===== src/rtl/request_queue_if.sv =====
// Request/dequeue bundle between the trace parser, the request queue and the
// command scheduler. Signal names follow the parser/scheduler netlist.
interface request_queue_if #(
  parameter int ADDRESS_WIDTH = 33,
  parameter int TIME_WIDTH    = 32,
  parameter int DEPTH         = 16
);
  localparam int OCC_WIDTH = $clog2(DEPTH + 1);

  // Handshakes: the parser holds in_* stable while pending_request is high;
  // the head transfers on any cycle where deq_valid and deq_ready are both 1.
  logic                     in_valid;
  logic [1:0]               in_opcode;
  logic [ADDRESS_WIDTH-1:0] in_address;
  logic [TIME_WIDTH-1:0]    in_time;
  logic [TIME_WIDTH-1:0]    queue_time;
  logic                     queue_full;
  logic                     pending_request;
  logic                     deq_valid;
  logic [1:0]               deq_opcode;
  logic [ADDRESS_WIDTH-1:0] deq_address;
  logic [TIME_WIDTH-1:0]    deq_time;
  logic                     deq_ready;
  logic [OCC_WIDTH-1:0]     occupancy;

  modport slave (
    input  in_valid, in_opcode, in_address, in_time, deq_ready,
    output queue_time, queue_full, pending_request,
    output deq_valid, deq_opcode, deq_address, deq_time, occupancy
  );

  modport master (
    output in_valid, in_opcode, in_address, in_time, deq_ready,
    input  queue_time, queue_full, pending_request,
    input  deq_valid, deq_opcode, deq_address, deq_time, occupancy
  );
endinterface


===== src/rtl/request_queue.sv =====
// Time-gated in-order request queue: admits parser requests once simulated
// time reaches their CPU time and presents the oldest one to the scheduler.
module request_queue #(
  parameter int ADDRESS_WIDTH = 33,
  parameter int TIME_WIDTH    = 32,
  parameter int DEPTH         = 16
) (
  input logic             clk,
  input logic             rst,
  request_queue_if.slave  bus
);
  localparam int PTR_WIDTH = $clog2(DEPTH);
  localparam int OCC_WIDTH = $clog2(DEPTH + 1);
  localparam logic [1:0] OP_NOP = 2'd3;

  logic [PTR_WIDTH-1:0]     wr_ptr_q, wr_ptr_d;
  logic [PTR_WIDTH-1:0]     rd_ptr_q, rd_ptr_d;
  logic [OCC_WIDTH-1:0]     occ_q, occ_d;
  logic [TIME_WIDTH-1:0]    time_q, time_d;
  logic                     full_q, full_d;
  logic                     pend_q, pend_d;

  logic [1:0]               op_mem   [DEPTH];
  logic [ADDRESS_WIDTH-1:0] addr_mem [DEPTH];
  logic [TIME_WIDTH-1:0]    time_mem [DEPTH];

  logic empty;
  logic accept;
  logic enq;
  logic deq_fire;
  logic skip_ahead;

  always_comb begin
    empty      = (occ_q == '0);
    accept     = bus.in_valid && (bus.in_time <= time_q) && !full_q;
    // NOPs advance the parser but never occupy a slot.
    enq        = accept && (bus.in_opcode != OP_NOP);
    deq_fire   = !empty && bus.deq_ready;
    skip_ahead = empty && bus.in_valid && (bus.in_time > time_q);
  end

  always_comb begin
    wr_ptr_d = wr_ptr_q;
    rd_ptr_d = rd_ptr_q;
    occ_d    = occ_q;
    if (enq) begin
      wr_ptr_d = wr_ptr_q + PTR_WIDTH'(1);
    end
    if (deq_fire) begin
      rd_ptr_d = rd_ptr_q + PTR_WIDTH'(1);
    end
    case ({enq, deq_fire})
      2'b10:   occ_d = occ_q + OCC_WIDTH'(1);
      2'b01:   occ_d = occ_q - OCC_WIDTH'(1);
      default: occ_d = occ_q;
    endcase
    full_d = (occ_d == OCC_WIDTH'(DEPTH));
    pend_d = bus.in_valid && !accept;
  end

  // With nothing queued there is no reason to tick through idle time, so jump
  // straight to the waiting request; otherwise advance one step, saturating.
  always_comb begin
    time_d = time_q;
    if (skip_ahead) begin
      time_d = bus.in_time;
    end else if (time_q != '1) begin
      time_d = time_q + TIME_WIDTH'(1);
    end
  end

  always_ff @(posedge clk) begin
    if (rst) begin
      wr_ptr_q <= '0;
      rd_ptr_q <= '0;
      occ_q    <= '0;
      time_q   <= '0;
      full_q   <= 1'b0;
      pend_q   <= 1'b0;
    end else begin
      wr_ptr_q <= wr_ptr_d;
      rd_ptr_q <= rd_ptr_d;
      occ_q    <= occ_d;
      time_q   <= time_d;
      full_q   <= full_d;
      pend_q   <= pend_d;
    end
  end

  // Payload storage carries no reset; validity is tracked by the pointers.
  always_ff @(posedge clk) begin
    if (!rst && enq) begin
      op_mem[wr_ptr_q]   <= bus.in_opcode;
      addr_mem[wr_ptr_q] <= bus.in_address;
      time_mem[wr_ptr_q] <= bus.in_time;
    end
  end

  assign bus.queue_time      = time_q;
  assign bus.queue_full      = full_q;
  assign bus.pending_request = pend_q;
  assign bus.occupancy       = occ_q;
  assign bus.deq_valid       = !empty;
  assign bus.deq_opcode      = empty ? 2'd0 : op_mem[rd_ptr_q];
  assign bus.deq_address     = empty ? '0 : addr_mem[rd_ptr_q];
  assign bus.deq_time        = empty ? '0 : time_mem[rd_ptr_q];
endmodule


===== src/flat_wrapper.sv =====
// flat-port wrapper written by rule: the top's interface ports become plain ports
module request_queue_flat 
#(
  parameter int ADDRESS_WIDTH = 33,
  parameter int TIME_WIDTH    = 32,
  parameter int DEPTH         = 16
)
  (clk, rst, bus_in_valid, bus_in_opcode, bus_in_address, bus_in_time, bus_deq_ready, bus_queue_time, bus_queue_full, bus_pending_request, bus_deq_valid, bus_deq_opcode, bus_deq_address, bus_deq_time, bus_occupancy);
  request_queue_if #(.ADDRESS_WIDTH(ADDRESS_WIDTH), .TIME_WIDTH(TIME_WIDTH), .DEPTH(DEPTH)) bus_i ();
  input logic clk;
  input logic rst;
  input wire logic [$bits(bus_i.in_valid)-1:0] bus_in_valid;
  input wire logic [$bits(bus_i.in_opcode)-1:0] bus_in_opcode;
  input wire logic [$bits(bus_i.in_address)-1:0] bus_in_address;
  input wire logic [$bits(bus_i.in_time)-1:0] bus_in_time;
  input wire logic [$bits(bus_i.deq_ready)-1:0] bus_deq_ready;
  output wire logic [$bits(bus_i.queue_time)-1:0] bus_queue_time;
  output wire logic [$bits(bus_i.queue_full)-1:0] bus_queue_full;
  output wire logic [$bits(bus_i.pending_request)-1:0] bus_pending_request;
  output wire logic [$bits(bus_i.deq_valid)-1:0] bus_deq_valid;
  output wire logic [$bits(bus_i.deq_opcode)-1:0] bus_deq_opcode;
  output wire logic [$bits(bus_i.deq_address)-1:0] bus_deq_address;
  output wire logic [$bits(bus_i.deq_time)-1:0] bus_deq_time;
  output wire logic [$bits(bus_i.occupancy)-1:0] bus_occupancy;
  assign bus_i.in_valid = bus_in_valid;
  assign bus_i.in_opcode = bus_in_opcode;
  assign bus_i.in_address = bus_in_address;
  assign bus_i.in_time = bus_in_time;
  assign bus_i.deq_ready = bus_deq_ready;
  assign bus_queue_time = bus_i.queue_time;
  assign bus_queue_full = bus_i.queue_full;
  assign bus_pending_request = bus_i.pending_request;
  assign bus_deq_valid = bus_i.deq_valid;
  assign bus_deq_opcode = bus_i.deq_opcode;
  assign bus_deq_address = bus_i.deq_address;
  assign bus_deq_time = bus_i.deq_time;
  assign bus_occupancy = bus_i.occupancy;
  request_queue #(.ADDRESS_WIDTH(ADDRESS_WIDTH), .TIME_WIDTH(TIME_WIDTH), .DEPTH(DEPTH)) u_core (.clk(clk), .rst(rst), .bus(bus_i));
endmodule

===== config.mk =====
export PLATFORM = sky130hd
export DESIGN_NAME = request_queue_flat
export DESIGN_NICKNAME = d
export VERILOG_FILES = /design/src/rtl/request_queue_if.sv /design/src/rtl/request_queue.sv /design/src/flat_wrapper.sv
export SDC_FILE = /design/constraint.sdc
export NUM_CORES = 1
export LEC_CHECK = 0
export CAP_MARGIN = 40
export CORE_ASPECT_RATIO = 0.8
export CORE_MARGIN = 3
export CORE_UTILIZATION = 40
export CTS_CLUSTER_DIAMETER = 120
export DETAILED_ROUTE_END_ITERATION = 10
export MAX_ROUTING_LAYER = met4
export PLACE_DENSITY = 0.58
export SLEW_MARGIN = 20
export SYNTH_ARGS = -nofsm -noshare
export SYNTH_HDL_FRONTEND = slang
export SYNTH_SLANG_ARGS = --single-unit

===== constraint.sdc =====
create_clock -name clk -period 10.8 [get_ports clk]
set_clock_uncertainty 0.05 [all_clocks]
set_input_delay 1.08 -clock clk [delete_from_list [all_inputs] [get_ports clk]]
set_output_delay 1.08 -clock clk [all_outputs]
set_load 0.01 [all_outputs]

==> results of run 1 <==
## worst paths after layout
check | endpoint | depth (start not counted) | from | slack (ns)
max | bus_deq_address[26] | 8 | flop | 5.04
min | flop | 2 | u_core.rd_ptr_q[3] | 0.49
max reg2reg | u_core.bus.queue_full | 17 | u_core.bus.queue_time[27] | 6.25
min reg2reg | flop | 2 | u_core.rd_ptr_q[3] | 0.49
## metal layers
layer	part of all wire (%)	routed length, um
met3	5.6	5760
met4	1.8	1850
met5	0	0
met2	47	48600
met1	46	47400
## worst reg2reg max path, cell delays in order (launching register included)
cell	delay (ns)
dfxtp_1	0.43
inv_1	0.12
ha_1	0.34
nand4_1	0.22
inv_1	0.11
a21oi_1	0.08
o21ai_0	0.58
o21ai_2	0.20
and2_4	0.21
inv_4	0.22
ha_1	0.43
ha_1	0.35
a21o_1	0.18
a21oi_1	0.18
xor2_1	0.10
or3_1	0.32
a21oi_1	0.19
and3_1	0.17
## cell families after synthesis
kind of cell	after synthesis
AOI/OAI and AO/OA	72
xor gates and xnor gates	33
DFF	1123
muxes	347
and+or+nand+nor	233
adders and majority gates	43
buffers and inverters	144
## sequential cells by signal, indices dropped and copies added (netlist names), named ones only
register                    count
u_core.bus.queue_time          32
u_core.bus.queue_full           1
u_core.time_mem               512
u_core.wr_ptr_q                 4
u_core.bus.occupancy            5
u_core.op_mem                  32
u_core.rd_ptr_q                 4
u_core.bus.pending_request      1
u_core.addr_mem               528
## through the flow
stage                     utilization [%]  power, mW  hold slack [ns]  instances  instance area [sq um]
after floorplan                         -       6.17            0.435       1995                  44300
after global placement               43.8       7.09            0.466       3546                  47900
after detailed placement             44.4       7.15            0.472       3572                  48500
after CTS                            47.7       10.9            0.492       3777                  52100
after global routing                 47.8       11.3            0.531       3779                  52100
final                                47.8       10.8            0.489       3779                  52100
## layout make-up
type / count / share of cell area, %
well taps: 1430 / 3.43
inverters: 42 / 0.310
repair buffers: 251 / 5.37
multi-input cells: 728 / 20.2
flip-flops and latches: 1123 / 63.7
clock inverters: 60 / 1.14
clock buffers: 145 / 5.79
## cells in the final DEF (no fill, tap or decap), drive strengths merged, types with 2 or more instances in the layout
cell type      synthesis  routed
nor3                  16      16
dfxtp                 51      51
clkinv                 0      48
mux2                   2       2
or3                    2       2
a21o                   3       3
bufinv                 0       8
clkinvlp               0       4
ha                    42      42
a21oi                 22      22
nand3b                 2       2
a211oi                 3       3
nor2b                  3       3
nand4                 19      19
nand2                 24      24
clkbuf                57     145
and4                   3       3
clkdlybuf4s50          0     176
nand4b                 2       2
mux2i                 10      10
nand2b                 2       2
o21ai                 10      10
mux4                 335     335
and2                  69      69
buf                   45      75
xnor2                 27      27
a311oi                26      26
inv                   42      42
and3                   3       3
edfxtp              1072    1072
nand3                 14      14
xor2                   6       6
nor4                  16      16
nor2                  55      55
## report_power, final
part | internal [mW] | switching (mW) | total [mW] | leakage [nW]
Clock | 2.17 | 1.61 | 3.78 | 1.76
Combinational | 1.03 | 1.04 | 2.06 | 4.09
Sequential | 4.85 | 0.105 | 4.96 | 10.1
Total | 8.04 | 2.76 | 10.8 | 15.9
==> run_results.csv, run 1 <==
group,metric,value,unit
run_status,status,"finished, final reports clean",
synth,yosysSeqAreaShare,75.0,%
worst_setup_path,critPathArrivalTime,4.63,ns
worst_setup_path,crit_family,"buffers and inverters",
sta,final.min_clock_period,5.76,ns
clocking,cts_buffers,111,
detailed_routing,drc,0,
run,maxCapViolations,0,
clocking,cts_max_path_buffers,3,
detailed_routing,dr.first_iter.drc_count,1945,
synth,syn-num-nets,2109,
placed_design,routabilityCongestion,0.839,
synth,yosysWarnings,0,
synth,synth_top_family_by_area,"multiplexers",
global_routing,grt_first_pass_wirelength,154000,um
placed_design,place_ws,4.80,ns
clocking,postCtsSetupBuffers,0,
synth,synth_area_leaders,"edfxtp_1, mux4_2, dfxtp_1, ha_1, and2_1",
placed_design,dp_hpwl,62300,um
sta,setup_viol,0,
die,io_pins,178,
clocking,clock_sinks,1123,
sta,rsz0062_at_grt,"false",
worst_setup_path,setup.worst_path.end_class,"primary output",
die,row_count,108,
worst_setup_path,worst-setup-path-type,"flop to primary output",
synth,post-synth-top-area-cell,"edfxtp_1",
synth,syn_inst,1995,
cells_and_area,area_growth,17.7,%
worst_setup_path,crit_required,9.67,ns
die,core_area,0.109,sq mm
synth,ys_ff_latch,1123,
synth,avgSynthCellArea,22.2,sq um
sta,drv_slew,0,
clocking,worstSkewPairLatency,0.69,ns
die,start_util,40.6,%
min_path,hold_path.class,"flop to flop",
synth,synth_adder_area_share,1.23,%
detailed_routing,vias_per_cell,5.63,
clocking,cts-root-buf,"clkbuf_16",
cells_and_area,drive_gt1_share,26.6,%
global_routing,grt_overflow,0,
worst_setup_path,slowest_stage,"buf_4",
synth,netlist_top_cells_count,"edfxtp_1, mux4_2, and2_1",
worst_setup_path,crit_path_start_kind,"flop",
synth,ys_async_sr_fraction,0,%
placed_design,port_buffers,177,
worst_setup_path,crit_fanout,46,
sta,hold_violations,0,
die,dieArea,0.115,sq mm
global_routing,grt_max_degree,85,
sta,worstMarginPinSlew,0.819,ns
synth,syn_area,0.0443,sq mm
die,die_y,304,um
detailed_routing,ant_nets,0,
synth,synth_xor_area_share,0.652,%
clocking,cts_tree,"built",
detailed_routing,routedWlPerCell,27.4,um
synth,yosysMostFrequentCell,"edfxtp_1",
synth,synthMuxAreaShare,17.3,%
global_routing,grt_usage,18.8,%
clocking,htree_levels,3,
global_routing,busiest_layer,"met2",
worst_setup_path,crit_path_max_incr_delay,0.61,ns
sta,finalCritPeriodShare,53.4,%
power_and_ir_drop,ir_drop,0.136,mV
global_routing,grt_use_met3,2.88,%
clocking,cts_hold_buf,0,
synth,ys.flop_type,"edfxtp_1",
cells_and_area,diodes,0,
power_and_ir_drop,leakagePower,15.9,nW
synth,synth_cell_types,57,
die,die_w,378,um
sta,tns,0,ns
cells_and_area,fillCellCount,8857,
global_routing,grtUsageMet1,27.4,%
synth,synth_simple_gate_area_share,2.94,%
global_routing,grt_pass1_vias,22500,
detailed_routing,vias,21300,
worst_setup_path,path_cells,"buf_16 -> buf_4 -> buf_4 -> buf_16 -> mux4_2 -> mux4_2 -> and2_1 -> clkdlybuf4s50_1",
cells_and_area,multiInputGateArea,0.0106,sq mm
sta,timing.fmax,174,MHz
cells_and_area,layout.nets,2371,
synth,synth_compound_area_share,1.48,%
cells_and_area,seq_area,0.0332,sq mm
global_routing,met2_usage,28.2,%
clocking,post_cts_resize_count,0,
clocking,path_clk_slew,0.06,ns
sta,timing.slew.headroom,45.2,%
detailed_routing,dr.pass1.iters,5,
synth,synth_top_area_share,72.7,%
sta,worst_slack,5.04,ns
synth,synth-edff-count,1072,
detailed_routing,wirelength,104000,um
worst_setup_path,cp_num_buf_inv,5,
power_and_ir_drop,power_density,207,mW/mm^2
global_routing,antenna_found_initial,4,
(Power assumes the default switching activity.)
==> run 2, diff against run 1 <==
==> constraint.sdc (replaced) <==
create_clock -name clk -period 5.56 [get_ports clk]
set_clock_uncertainty 0.05 [all_clocks]
set_input_delay 0.556 -clock clk [delete_from_list [all_inputs] [get_ports clk]]
set_output_delay 0.556 -clock clk [all_outputs]
set_load 0.01 [all_outputs]
==> run 2 against run 1 <==
Sequential power rose by 94%. Clock power increased by 93%. Combinational power is 100% higher. Flip-flop and latch count stayed put. Count of clock-buffer cells in the layout shrank 2. Final cell count grew 0.42%. Via count about the same. Worst setup slack worse by 4.1 ns. Sequential share of layout area decreased by 0.14 points. Power increased by 95%. Highest routed layer unchanged.
==> run_results.csv, run 2 (same netlist as run 1, synthesis figures left out) <==
group,metric,value,unit
worst_setup_path,path_cells,"inv_1 -> ha_1 -> nand2_1 -> o21ai_0 -> a21oi_1 -> o21ai_0 -> o21ai_2 -> and2_4 -> inv_4 -> ha_1 -> ha_1 -> a21o_1 -> a21oi_1 -> xor2_1 -> or3_1 -> a21oi_1 -> and3_1",
global_routing,grt_pass1_vias,22500,
placed_design,port_buffers,177,
die,die_y,304,um
clocking,cts-root-buf,"clkbuf_16",
worst_setup_path,crit_path_max_incr_delay,0.60,ns
die,core_area,0.109,sq mm
detailed_routing,dr.pass1.iters,5,
placed_design,place_area,0.0487,sq mm
cells_and_area,seq_area,0.0332,sq mm
die,row_count,108,
clocking,cts_hold_buf,0,
die,io_pins,178,
die,die_w,378,um
power_and_ir_drop,ir_drop,0.408,mV
detailed_routing,wirelength,106000,um
global_routing,grt_first_pass_wirelength,156000,um
cells_and_area,drive_gt1_share,26.7,%
sta,setup_viol,0,
cells_and_area,top_register,"u_core.addr_mem",
clocking,cts_tree,"built",
power_and_ir_drop,leakagePower,16.0,nW
sta,final.min_clock_period,4.59,ns
sta,holdWs,0.272,ns
sta,timing.slew.headroom,46.0,%
worst_setup_path,setup.worst_path.end_class,"flop",
sta,finalCritPeriodShare,82.6,%
worst_setup_path,regToRegSetupSlack,0.97,ns
clocking,clock_sinks,1123,
power_and_ir_drop,intPower,15.7,mW
cells_and_area,largest_reg_flops,528,
sta,hold_violations,0,
clocking,cts_max_path_buffers,3,
detailed_routing,ant_nets,0,
power_and_ir_drop,p_clk_share,34.6,%
sta,rsz0062_at_grt,"false",
detailed_routing,vias,21300,
cells_and_area,multiInputGateArea,0.0106,sq mm
power_and_ir_drop,combPwrFrac,19.7,%
die,dieArea,0.115,sq mm
placed_design,routabilityCongestion,0.862,
clocking,path_clk_slew,0.07,ns
worst_setup_path,crit_path_start_kind,"flop",
cells_and_area,diodes,0,
die,start_util,40.6,%
power_and_ir_drop,p_switching,5.37,mW
cells_and_area,area_growth,18.0,%
global_routing,grt_usage,19.1,%
cells_and_area,layout.nets,2387,
detailed_routing,routedWlPerCell,27.9,um
cells_and_area,fin_cells,3795,
clocking,worstSkewPairLatency,0.67,ns
power_and_ir_drop,power_density,403,mW/mm^2
cells_and_area,reg_top3,"u_core.addr_mem x528, u_core.time_mem x512",
sta,timing.fmax,218,MHz
run,maxCapViolations,0,
cells_and_area,final_common_cell,"edfxtp_1",
cells_and_area,fin_area,0.0523,sq mm
worst_setup_path,crit_required,6.11,ns
sta,drv_slew,0,
placed_design,dp_cells,3590,
worst_setup_path,critPathArrivalTime,5.15,ns
min_path,hold_path.class,"primary input to flop",
placed_design,dp_hpwl,55500,um
power_and_ir_drop,p_sw_share,25.5,%
run_status,status,"finished, final reports clean",
clocking,post_cts_resize_count,0,
detailed_routing,drc,0,
cells_and_area,fillCellCount,8913,
detailed_routing,dr.first_iter.drc_count,1940,
global_routing,antenna_found_initial,3,
cells_and_area,layout_common_cells,"edfxtp_1, mux4_2, clkdlybuf4s50_1",
global_routing,grt_max_degree,68,
clocking,postCtsSetupBuffers,0,
worst_setup_path,slowest_stage,"o21ai_0",
worst_setup_path,crit_fanout,17,
worst_setup_path,worst-setup-path-type,"flop to flop",
power_and_ir_drop,p_seq_share,45.7,%
detailed_routing,vias_per_cell,5.61,
sta,worstMarginPinSlew,0.803,ns
global_routing,grt_overflow,0,
clocking,cts_buffers,110,
clocking,htree_levels,3,
run 2: path summary, 6_finish.rpt:
path                             startpoint                  endpoint  cells after the start
hold reg to reg          u_core.rd_ptr_q[3]        u_core.rd_ptr_q[3]                      2
setup / recovery  u_core.bus.queue_time[27]     u_core.bus.queue_full                     17
hold / removal                          rst  u_core.bus.queue_time[7]                      2
setup reg to reg  u_core.bus.queue_time[27]     u_core.bus.queue_full                     17
run 2: per-stage QoR:
step	utilization, %	setup WS (ns)	TNS (ns)	total power [mW]
finish	47.9	0.966	0	21.0
global route	47.9	0.640	0	21.9
CTS	47.8	0.932	0	21.3
detailed placement	44.6	0.486	0	14.0
global placement	44.5	0.612	0	13.9
floorplan	-	-1.91	-1484.47	12.0
run 2: area by class of cell:
| cell class | count | share of cell area, % |
|---|---|---|
| sequential | 1123 | 63.6 |
| multi-input combinational | 728 | 20.3 |
| clock inverter | 61 | 1.14 |
| tap | 1430 | 3.42 |
| inverter | 42 | 0.306 |
| timing repair buffer | 268 | 5.60 |
| clock buffer | 143 | 5.65 |
run 2: critical path: cells and delay by family, from the launching register on:
kind	cells	cell delay, ns
compound gates	7	1.77
xor+xnor	1	0.10
fa+ha+maj	3	1.03
buf+inv	2	0.40
flops	1	0.42
simple gates	4	0.78
run 2: routing by layer:
layer	vias up	global-route usage (%)	wire length [um]	share of wire, %
li1	8956	-	-	-
met1	11600	27.1	47100	44
met2	621	29.7	51800	49
met3	134	3.19	5560	5.2
met4	0	3.29	1560	1.5
met5	-	-	0	0
run 2: power by group through the flow:
stage                     combinational (mW)  sequential, mW  clock [mW]
after floorplan                         2.22            9.77           0
after global placement                  4.08            9.82           0
after detailed placement                4.22            9.81           0
after CTS                               4.23            9.63        7.45
after global routing                    4.51            9.62        7.80
final                                   4.14            9.61        7.28
==> run 3, diff against run 2 <==
--- a/config.mk
+++ b/config.mk
@@ -12,7 +12,7 @@
 export CTS_CLUSTER_DIAMETER = 120
 export DETAILED_ROUTE_END_ITERATION = 10
 export MAX_ROUTING_LAYER = met4
-export PLACE_DENSITY = 0.58
+export PLACE_DENSITY = 0.6
 export SLEW_MARGIN = 20
 export SYNTH_ARGS = -nofsm -noshare
 export SYNTH_HDL_FRONTEND = slang
==> constraint.sdc (replaced) <==
create_clock -name clk -period 3.8 [get_ports clk]
set_clock_uncertainty 0.05 [all_clocks]
set_input_delay 0.38 -clock clk [delete_from_list [all_inputs] [get_ports clk]]
set_output_delay 0.38 -clock clk [all_outputs]
set_load 0.01 [all_outputs]
==> run 3 against run 2 <==
Die area did not move. Worst setup slack got worse by 0.92 ns. Wire length up 5.4%. Non-clock buffer count increased by 151. Critical path depth unchanged. Largest power group unchanged. Cell area increased by 4.5%.
==> run_results.csv, run 3 (same netlist as run 1, synthesis figures left out) <==
group,metric,value,unit
die,io_pins,178,
sta,finalCritPeriodShare,98.9,%
detailed_routing,dr.pass1.iters,5,
cells_and_area,drive_gt1_share,33.9,%
die,die_y,304,um
sta,rsz0062_at_grt,"true",
sta,tns,0,ns
cells_and_area,layout_common_cells,"edfxtp_1, mux4_2, buf_4",
power_and_ir_drop,finalPower,32.2,mW
cells_and_area,fillCellCount,8574,
sta,final.min_clock_period,3.76,ns
detailed_routing,vias_per_cell,5.60,
clocking,cts_buffers,109,
sta,drv_slew,0,
worst_setup_path,path_cells,"inv_4 -> ha_4 -> a21oi_4 -> o21ai_4 -> a221o_1 -> o31a_1 -> o21ai_2 -> and2_4 -> inv_8 -> ha_4 -> fa_2 -> a21o_1 -> a21oi_2 -> xor2_2 -> or3_4 -> a21oi_2 -> and3_1",
worst_setup_path,crit_family,"compound AO/OA/AOI/OAI gates",
sta,worst_slack,0.0436,ns
detailed_routing,wirelength,112000,um
cells_and_area,final_common_cell,"edfxtp_1",
sta,worstMarginPinSlew,0.834,ns
clocking,path_clk_slew,0.06,ns
clocking,cts_tree,"built",
global_routing,grt_usage,20.1,%
die,core_area,0.109,sq mm
power_and_ir_drop,ir_drop,0.791,mV
clocking,cts_max_path_buffers,3,
placed_design,dp_cells,3699,
clocking,htree_levels,3,
worst_setup_path,r2r_cells,17,
placed_design,port_buffers,177,
cells_and_area,utilization,50.0,%
sta,hold_violations,0,
worst_setup_path,setup.worst_path.end_class,"flop",
cells_and_area,largest_reg_flops,528,
cells_and_area,layout.nets,2537,
placed_design,place_ws,-0.796,ns
clocking,clock_sinks,1123,
worst_setup_path,slowest_stage,"or3_4",
sta,timing.fmax,266,MHz
global_routing,grt_pass1_vias,23100,
min_path,min_delay_path_depth,2,
worst_setup_path,worst-setup-path-type,"flop to flop",
run_status,status,"finished, final reports clean",
detailed_routing,dr.first_iter.drc_count,2329,
cells_and_area,top_register,"u_core.addr_mem",
die,row_count,108,
sta,holdWs,0.346,ns
cells_and_area,area_growth,23.3,%
global_routing,grt_first_pass_wirelength,163000,um
worst_setup_path,critPathArrivalTime,4.34,ns
global_routing,grt_overflow,0,
detailed_routing,ant_nets,0,
global_routing,antenna_found_initial,3,
placed_design,dp_hpwl,65200,um
clocking,worstSkewPairLatency,0.71,ns
worst_setup_path,crit_path_max_incr_delay,0.38,ns
worst_setup_path,crit_required,4.38,ns
detailed_routing,routedWlPerCell,28.3,um
worst_setup_path,crit_cells,17,
worst_setup_path,cp_num_buf_inv,2,
cells_and_area,reg_top3,"u_core.addr_mem x528, u_core.time_mem x512",
die,start_util,40.6,%
die,dieArea,0.115,sq mm
detailed_routing,drc,0,
sta,setup_viol,0,
global_routing,grt_max_degree,69,
worst_setup_path,crit_path_start_kind,"flop",
placed_design,place_area,0.0500,sq mm
worst_setup_path,crit_fanout,4,
sta,timing.slew.headroom,43.9,%
die,die_w,378,um
cells_and_area,fin_area,0.0546,sq mm
power_and_ir_drop,power_density,589,mW/mm^2
clocking,cts-root-buf,"clkbuf_16",
detailed_routing,vias,22100,
run,maxCapViolations,0,
cells_and_area,fin_cells,3950,
min_path,hold_path.class,"primary input to flop",
power_and_ir_drop,leakagePower,17.5,nW
placed_design,routabilityCongestion,0.807,
==> run 3: cell types whose count changed in the layout (fill, tap and decap cells not counted), moves of 13 or more <==
| cell | previous run | this run |
|---|---|---|
| clkdlybuf4s50_1 | 176 | 150 |
| buf_4 | 55 | 160 |
| buf_12 | 31 | 54 |
| dlymetal6s2s_1 | 0 | 26 |
| dfxtp_1 | 47 | 34 |
==> run 3: repair_timing <==
action                     in CTS  in global routing
setup endpoints to repair     181                 82
buffers inserted                5                 25
hold buffers                    1                  0
hold endpoints to repair        1                  0
pin swaps                       7                 16
cloned                          4                  9
resized for setup              20                 55
==> run 3: final cells by class <==
type / instances / area, sq um / area share [%]
diodes: 4 / 10.0 / 0.0183
clock buffers: 128 / 2830 / 5.18
clock inverters: 76 / 900 / 1.65
inverters: 42 / 171 / 0.314
multi-input cells: 728 / 10900 / 20.0
flip-flops and latches: 1123 / 33300 / 60.9
well taps: 1430 / 1790 / 3.28
repair buffers: 419 / 4740 / 8.69
==> run 3: routing by layer <==
| metal | up-vias | routed length (um) | GRT usage [%] |
|---|---|---|---|
| met4 | 0 | 2060 | 4.16 |
| met1 | 11900 | 49400 | 28.7 |
| li1 | 9295 | - | - |
| met5 | - | 0 | - |
| met3 | 142 | 6720 | 3.63 |
| met2 | 798 | 53600 | 30.4 |
==> run 3: final timing paths <==
check	from	to	slack [ns]
setup / recovery	u_core.bus.queue_time[7]	u_core.bus.queue_full	0.04
hold / removal	bus_in_time[30]	u_core.time_mem[2][30]	0.35
setup reg to reg	u_core.bus.queue_time[7]	u_core.bus.queue_full	0.04
hold reg to reg	u_core.rd_ptr_q[3]	u_core.rd_ptr_q[3]	0.50
==> run 3: power breakdown <==
group | total [mW] | switching, mW | leakage [nW] | internal, mW
logic | 7.07 | 3.49 | 5.67 | 3.58
clock network | 11.1 | 4.70 | 1.81 | 6.45
registers | 14.0 | 0.160 | 10.1 | 13.8
total | 32.2 | 8.35 | 17.5 | 23.8
